<file path="config.mk">
export PLATFORM = sky130hd
export DESIGN_NAME = decode_onehot_timed
export DESIGN_NICKNAME = d
export VERILOG_FILES = /design/src/rtl/decode_onehot_timed.sv
export SDC_FILE = /design/constraint.sdc
export NUM_CORES = 1
export LEC_CHECK = 0
export CORE_AREA = 10 10 47 49
export DETAILED_ROUTE_END_ITERATION = 16
export DIE_AREA = 0 0 57 59
export GPL_TIMING_DRIVEN = 0
export PLACE_DENSITY = 0.69
export SYNTH_ARGS = -nofsm -noshare
export SYNTH_HDL_FRONTEND = slang
export SYNTH_SLANG_ARGS = --single-unit
</file>
<file path="constraint.sdc">
create_clock -name iClk -period 1.65 [get_ports iClk]
set_input_delay 0.165 -clock iClk [delete_from_list [all_inputs] [get_ports iClk]]
set_output_delay 0.165 -clock iClk [all_outputs]
set_load 0.02 [all_outputs]
</file>
<file path="src/rtl/decode_onehot_timed.sv">
// -----------------------------------------------------------------------------
// decode_onehot_timed
//
// Registered binary-to-one-hot decoder with a valid/ready input handshake.
// An accepted code is either held for HOLD_CYCLES cycles (pulse mode) or kept
// until the next accept replaces it (latch mode). The decoder is meant to
// drive chip-selects, mux selects and per-channel load strobes.
//
// Optional feature macro: DECODE_RANGE_CHECK_EN
//   defined   : an out-of-range code (iData >= OUT_N) raises oErr for one
//               cycle and keeps oDecode/oValid low for that transfer's window.
//   undefined : no check logic; oErr is tied low and an out-of-range code
//               gives oDecode=0 with oValid=1.
//
// Parameters
//   IN_W         width of the binary code
//   OUT_N        number of one-hot outputs (2 <= OUT_N <= 2**IN_W)
//   HOLD_CYCLES  pulse-mode output width in cycles (>= 1)
//
// Ports
//   iClk     in   1      clock, rising edge
//   iRst_n   in   1      asynchronous reset, active low
//   iEnable  in   1      low = clear on next edge, no accepts
//   iValid   in   1      iData/iMode valid
//   oReady   out  1      block can accept this cycle (combinational)
//   iData    in   IN_W   binary code to decode
//   iMode    in   1      0 = pulse, 1 = latch; sampled on accept
//   oDecode  out  OUT_N  registered one-hot output
//   oValid   out  1      oDecode carries a decoded word
//   oErr     out  1      out-of-range strobe (range check build only)
// -----------------------------------------------------------------------------
module decode_onehot_timed #(
  parameter int IN_W        = 3,
  parameter int OUT_N       = 8,
  parameter int HOLD_CYCLES = 1
) (
  input  logic             iClk,
  input  logic             iRst_n,
  input  logic             iEnable,
  input  logic             iValid,
  output logic             oReady,
  input  logic [IN_W-1:0]  iData,
  input  logic             iMode,
  output logic [OUT_N-1:0] oDecode,
  output logic             oValid,
  output logic             oErr
);

  localparam int CNT_W = $clog2(HOLD_CYCLES + 1);
  localparam logic [CNT_W-1:0] CNT_LOAD = CNT_W'(HOLD_CYCLES - 1);

  typedef enum logic [1:0] {
    IDLE  = 2'd0,
    HOLD  = 2'd1,
    LATCH = 2'd2
  } stateT;

  stateT            stateReg, stateNext;
  logic [CNT_W-1:0] cntReg, cntNext;
  logic [OUT_N-1:0] decodeReg, decodeNext;
  logic             validReg, validNext;
  logic [OUT_N-1:0] codeOneHot;
  logic             accept;

  // Straight compare per output bit; an out-of-range code matches no bit,
  // so codeOneHot is all-zero for it without any extra masking.
  generate
    for (genvar gi = 0; gi < OUT_N; gi++) begin : gDecode
      assign codeOneHot[gi] = (iData == IN_W'(gi));
    end
  endgenerate

  // Only the final hold cycle may accept, which lets HOLD_CYCLES=1 strobe at
  // full rate. iRst_n is folded in so oReady is low during reset.
  assign oReady = iRst_n & iEnable & ((stateReg != HOLD) | (cntReg == '0));
  assign accept = iValid & oReady;

`ifdef DECODE_RANGE_CHECK_EN
  logic inRange;
  logic errReg;

  assign inRange = (32'(iData) < 32'(OUT_N));

  // accept already implies iEnable, so a disable never raises oErr.
  always_ff @(posedge iClk or negedge iRst_n) begin
    if (!iRst_n) begin
      errReg <= 1'b0;
    end else begin
      errReg <= accept & ~inRange;
    end
  end

  assign oErr = errReg;
`else
  assign oErr = 1'b0;
`endif

  always_comb begin
    stateNext  = stateReg;
    cntNext    = cntReg;
    decodeNext = decodeReg;
    validNext  = validReg;

    if (!iEnable) begin
      // Disable aborts whatever is in flight.
      stateNext  = IDLE;
      cntNext    = '0;
      decodeNext = '0;
      validNext  = 1'b0;
    end else if (accept) begin
      // New code takes over on this edge from any state: no zero gap.
      stateNext  = iMode ? LATCH : HOLD;
      cntNext    = iMode ? '0 : CNT_LOAD;
      decodeNext = codeOneHot;
`ifdef DECODE_RANGE_CHECK_EN
      validNext  = inRange;
`else
      validNext  = 1'b1;
`endif
    end else begin
      case (stateReg)
        HOLD: begin
          if (cntReg == '0) begin
            stateNext  = IDLE;
            decodeNext = '0;
            validNext  = 1'b0;
          end else begin
            cntNext = cntReg - CNT_W'(1);
          end
        end
        LATCH: begin
          // Output held until replaced or disabled.
        end
        default: begin
          stateNext  = IDLE;
          cntNext    = '0;
          decodeNext = '0;
          validNext  = 1'b0;
        end
      endcase
    end
  end

  always_ff @(posedge iClk or negedge iRst_n) begin
    if (!iRst_n) begin
      stateReg  <= IDLE;
      cntReg    <= '0;
      decodeReg <= '0;
      validReg  <= 1'b0;
    end else begin
      stateReg  <= stateNext;
      cntReg    <= cntNext;
      decodeReg <= decodeNext;
      validReg  <= validNext;
    end
  end

  assign oDecode = decodeReg;
  assign oValid  = validReg;

endmodule
</file>
## Word level (Yosys, flattened, before mapping)

Index checks and enable logic that the tools add are counted.

| operators by class | value |
|---|---|
| multiplexer cells | 17 |
| reductions and logical operators | 2 |
| $add $sub $neg | 1 |
| equality and inequality tests | 12 |
| bitwise gates (word level) | 5 |

Operators with widths:

| kind | number |
|---|---|
| $mux 8 | 3 |
| $pmux 8 s2 | 1 |
| $eq 3x3->1 const B | 4 |
| $mux 2 | 4 |
| $eq 3x2->1 const B | 2 |
| $mux 1 | 6 |
| $ne 4x4->1 const B | 1 |
| $pmux 1 s2 | 2 |
| $pmux 2 s2 | 1 |
| $and 1x1->1 | 3 |
| $eq 3x1->1 const B | 1 |
| $logic_not 3->1 | 1 |
| $ne 3x3->1 const B | 1 |
| $eq 2x1->1 const B | 1 |
| $eq 2x2->1 const B | 1 |
| $ne 2x1->1 const B | 1 |
| $reduce_and 2->1 | 1 |
| $not 1->1 | 1 |
| $or 1x1->1 | 1 |
| $sub 1x1->1 const B | 1 |

| word-level totals | value |
|---|---|
| register bits | 12 |
| output and inout port bits | 11 |
| input port bits | 8 |
| logic and storage cells | 41 |

## Longest topological paths before layout

| logic depth | value |
|---|---|
| depth after elaboration | 6 |
| mapped depth | 4 |
| mapped depth without buffers | 3 |

## Least setup slack after synthesis

No wires, ideal clock.

| timing path | value |
|---|---|
| kind | reg2reg |
| from | register stateReg[1] |
| to | register decodeReg[4] (netlist: oDecode[4]) |
| data required time | 1512 ps |
| arrival time | 775 ps |
| slack | 737 ps |
| path buffers | 0 |
| period minus slack after synthesis | 913 ps |
| library setup time | 138 ps |
| cell stages (with the launch flop) | 4 |
| cells stage by stage | dfrtp_1 nor2b_1 nand2_1 o32ai_2 |

| on the way | value |
|---|---|
| word-level cells in the longest chain between the ends | 6 |
| elaborated cells between the ends (all ways) | 12 |
| those cells by class | eq/ne (5); mux (3); bitwise (3); reduce/logical (1) |

Ends and longest elaborated chain:

| item | line | RTL |
|---|---|---|
| from (decl) | 58 | `stateT stateReg, stateNext;` |
| from (signal assigned) | 151 | `stateReg <= stateNext;` |
| $ne 2x1->1 | 75 | `assign oReady = iRst_n & iEnable & ((stateReg != HOLD) \| (cntReg == '0));` |
| $or 1x1->1 | 75 |  |
| $and 1x1->1 | 75 |  |
| $and 1x1->1 | 76 | `assign accept = iValid & oReady;` |
| $ne 4x4->1 (no line) (tied with other cells) | - |  |
| $reduce_and 2->1 (no line) or $mux 8 (tied branches) | - |  |
| to (signal assigned) | 153 | `decodeReg <= decodeNext;` |
| to (decl) | 60 | `logic [OUT_N-1:0] decodeReg, decodeNext;` |

Parallel ways exist; a longest one is shown, timed or not.
A chain may end at the register's enable or synchronous reset.

## Worst setup path in the final report

| timing path | value |
|---|---|
| from | input port iEnable |
| to | output port oReady |

| on the way | value |
|---|---|
| word-level cells in the longest chain between the ends | 2 |

Ends and longest elaborated chain:

| item | line | RTL |
|---|---|---|
| from (decl) | 39 | `input logic iEnable,` |
| $and 1x1->1 (2 in a row) | 75 |  |
| to (decl) | 41 | `output logic oReady,` |

No other way between the ends.

==> flow_summary.yaml <==
clock_network:
  clkTransAtPathRegs_ps: 70
  htreeDepth: 1
  cts_setup_buffers: 0
  clockBufferDepth: 2
  cts_root_buf: "clkbuf_4"
  cts_tree: "built"
  clk_latency_ps: 260
  clock-sinks: 11
  cts_made_buffers: 3
synth:
  syn_nets: 54
  yosysWarnings: 0
  yosys-top-cells-area: "dfrtp_1, nand2_1, o22ai_1"
  ys_seq_area_share_pct: 56.6
  synth_top_area_share_pct: 56.6
  syn_area_sq_um: 487
  yosys_register_bits: 11
  synthArstFlopShare_pct: 100
  yosys.area.top_type: "dfrtp_1"
  synth_cell_types: 16
  postSynthCellCount: 46
  synth.avg_cell_area_sq_um: 10.6
  synth_ff_type: "dfrtp_1"
  synth_edf_count: 0
sta:
  period_needed_ps: 1460
  setup_violations: 0
  fin_crit_sh_pct: 88.5
  rsz0062_at_grt: "no"
  finalHoldViolations: 0
  max_freq_mhz: 685
  slew_viol_final: 0
  holdWs_ps: 283
  fin_worst_skew_ps: 10.0
setup_path:
  required_ps: 1480
  end_kind: "output pin"
  worstSetupPathType: "input port to output pin"
  crit_fanout: 10
  startpoint_type: "input port"
  cp_data_arrival_time_ps: 1300
layout:
  fillCellCount: 148
  syn2layout_area_growth_pct: 46.5
  final_cell_mix: "clkdlybuf4s50_1, nand2_1, dfrtp_1, o22ai_1, clkbuf_4"
  final_util_pct: 50.9
  ff_latch_area_sq_um: 275
  multi_input_area_sq_um: 185
  layout-drive-gt1-share_pct: 16.2
  antenna_cells: 0
  final_common_cell: "clkdlybuf4s50_1"
  nets: 77
grt:
  grt_pass1_wl_mm: 1.99
  antenna_found_initial: 0
  grtUsageTotal_pct: 7.54
  grt-ovfl-total: 0
  grt_pass1_vias: 463
  grt_max_degree: 12
detailed_routing:
  routed_wl_mm: 1.14
  antenna_left: 0
  drt_iter0_markers: 4
  routed_via_density: 4.99
  firstDrtPassIters: 5
  vias: 419
  drc_errors: 0
  routedWlPerCell_um: 13.6
floorplanning:
  num_rows: 14
  pin_count: 19
  start_util_pct: 34.7
  coreArea_sq_mm: 0.00140
  fp.dieW_um: 57
  dieArea_sq_mm: 0.00336
  die_h_um: 59
placed_design:
  port_buffers: 17
  dp_hpwl_um: 895
  gp_congestion: 0.735
min_path:
  hold_path.class: "input port to register"
power_and_ir_drop:
  power_density_mw_per_mm2: 737
  p_leak_nw: 0.300
  vdd_drop_max_v: 0.000393
  total_power_w: 0.000526
flow_run:
  drv_cap: 0
outcome:
  status: "complete, no violations"
==> worst max-delay path, stage by stage <==
cell and delay (ps):
clkdlybuf4s50_1 510, buf_6 150, and2_4 150, dlygate4sd2_1 330
==> power breakdown <==
part | switching [W] | internal [W] | leakage [nW]
combinational | 0.0000380 | 0.0000356 | 0.133
clock | 0.0000829 | 0.0000933 | 0.0150
sequential | 0.00000177 | 0.000274 | 0.152
total | 0.000123 | 0.000403 | 0.300
==> Yosys cell counts (2+ instances only) <==
master,instances
o22ai_1,7
dfrtp_1,11
inv_1,2
o32ai_2,2
nand2_1,12
nand2b_1,2
==> cell type report <==
cell class | instances | share of cell area [%]
flip-flops and latches | 11 | 38.6
multi-input cells | 31 | 26.0
repair buffers | 18 | 25.3
clock buffers | 4 | 3.68
well taps | 16 | 2.81
plain buffers | 2 | 2.63
inverters | 2 | 1.05
==> per-stage QoR <==
stage / setup TNS (ps) / worst slack (ps) / area [sq um] / instances
6_report: 0 / 189 / 713 / 84
5_1_grt: 0 / 129 / 713 / 84
3_3_place_gp: -1590 / -419 / 677 / 79
3_5_place_dp: -1500 / -402 / 677 / 79
2_1_floorplan: 0 / 737 / 487 / 46
4_1_cts: 0 / 175 / 713 / 84
==> state kept, by name (all words and copies together), names as in the netlist <==
register and count:
oValid 1, stateReg 2, oDecode 8
==> layer usage <==
layer  vias up  global-route usage, %  wire length [um]
met5         -                      0                 0
met4         0                   3.36                 9
met3         2                   6.01               157
met2        18                   11.9               583
met1       198                   7.05               389
li1        201                      -                 -
==> final timing paths <==
kind	start	slack [ps]	cells past startpoint	to
hold reg to reg	stateReg[0]$_DFFE_PN0P_	530	3	oValid$_DFFE_PN0P_
max in group asynchronous	iRst_n	790	2	oDecode[0]$_DFFE_PN0P_
min in group asynchronous	iRst_n	520	2	oDecode[6]$_DFFE_PN0P_
setup reg to reg	stateReg[0]$_DFFE_PN0P_	620	3	oDecode[1]$_DFFE_PN0P_
hold / removal	iRst_n	280	3	oValid$_DFFE_PN0P_
setup / recovery	iEnable	190	4	oReady
==> what timing repair did <==
action / CTS / global route
endpoints found under the setup margin: 1 / 0
hold endpoints to repair: 11 / 0
gates resized for setup: 4 / 0
hold buffers: 1 / 0
==> cells by family after synthesis <==
| group | synth area share [%] |
|---|---|
| and+or+nand+nor | 20.6 |
| DFF | 56.6 |
| AOI/OAI and AO/OA | 16.7 |
| buffers and inverters | 5.40 |
| other | 0.770 |
No activity file was read; power rests on OpenSTA's default activity.
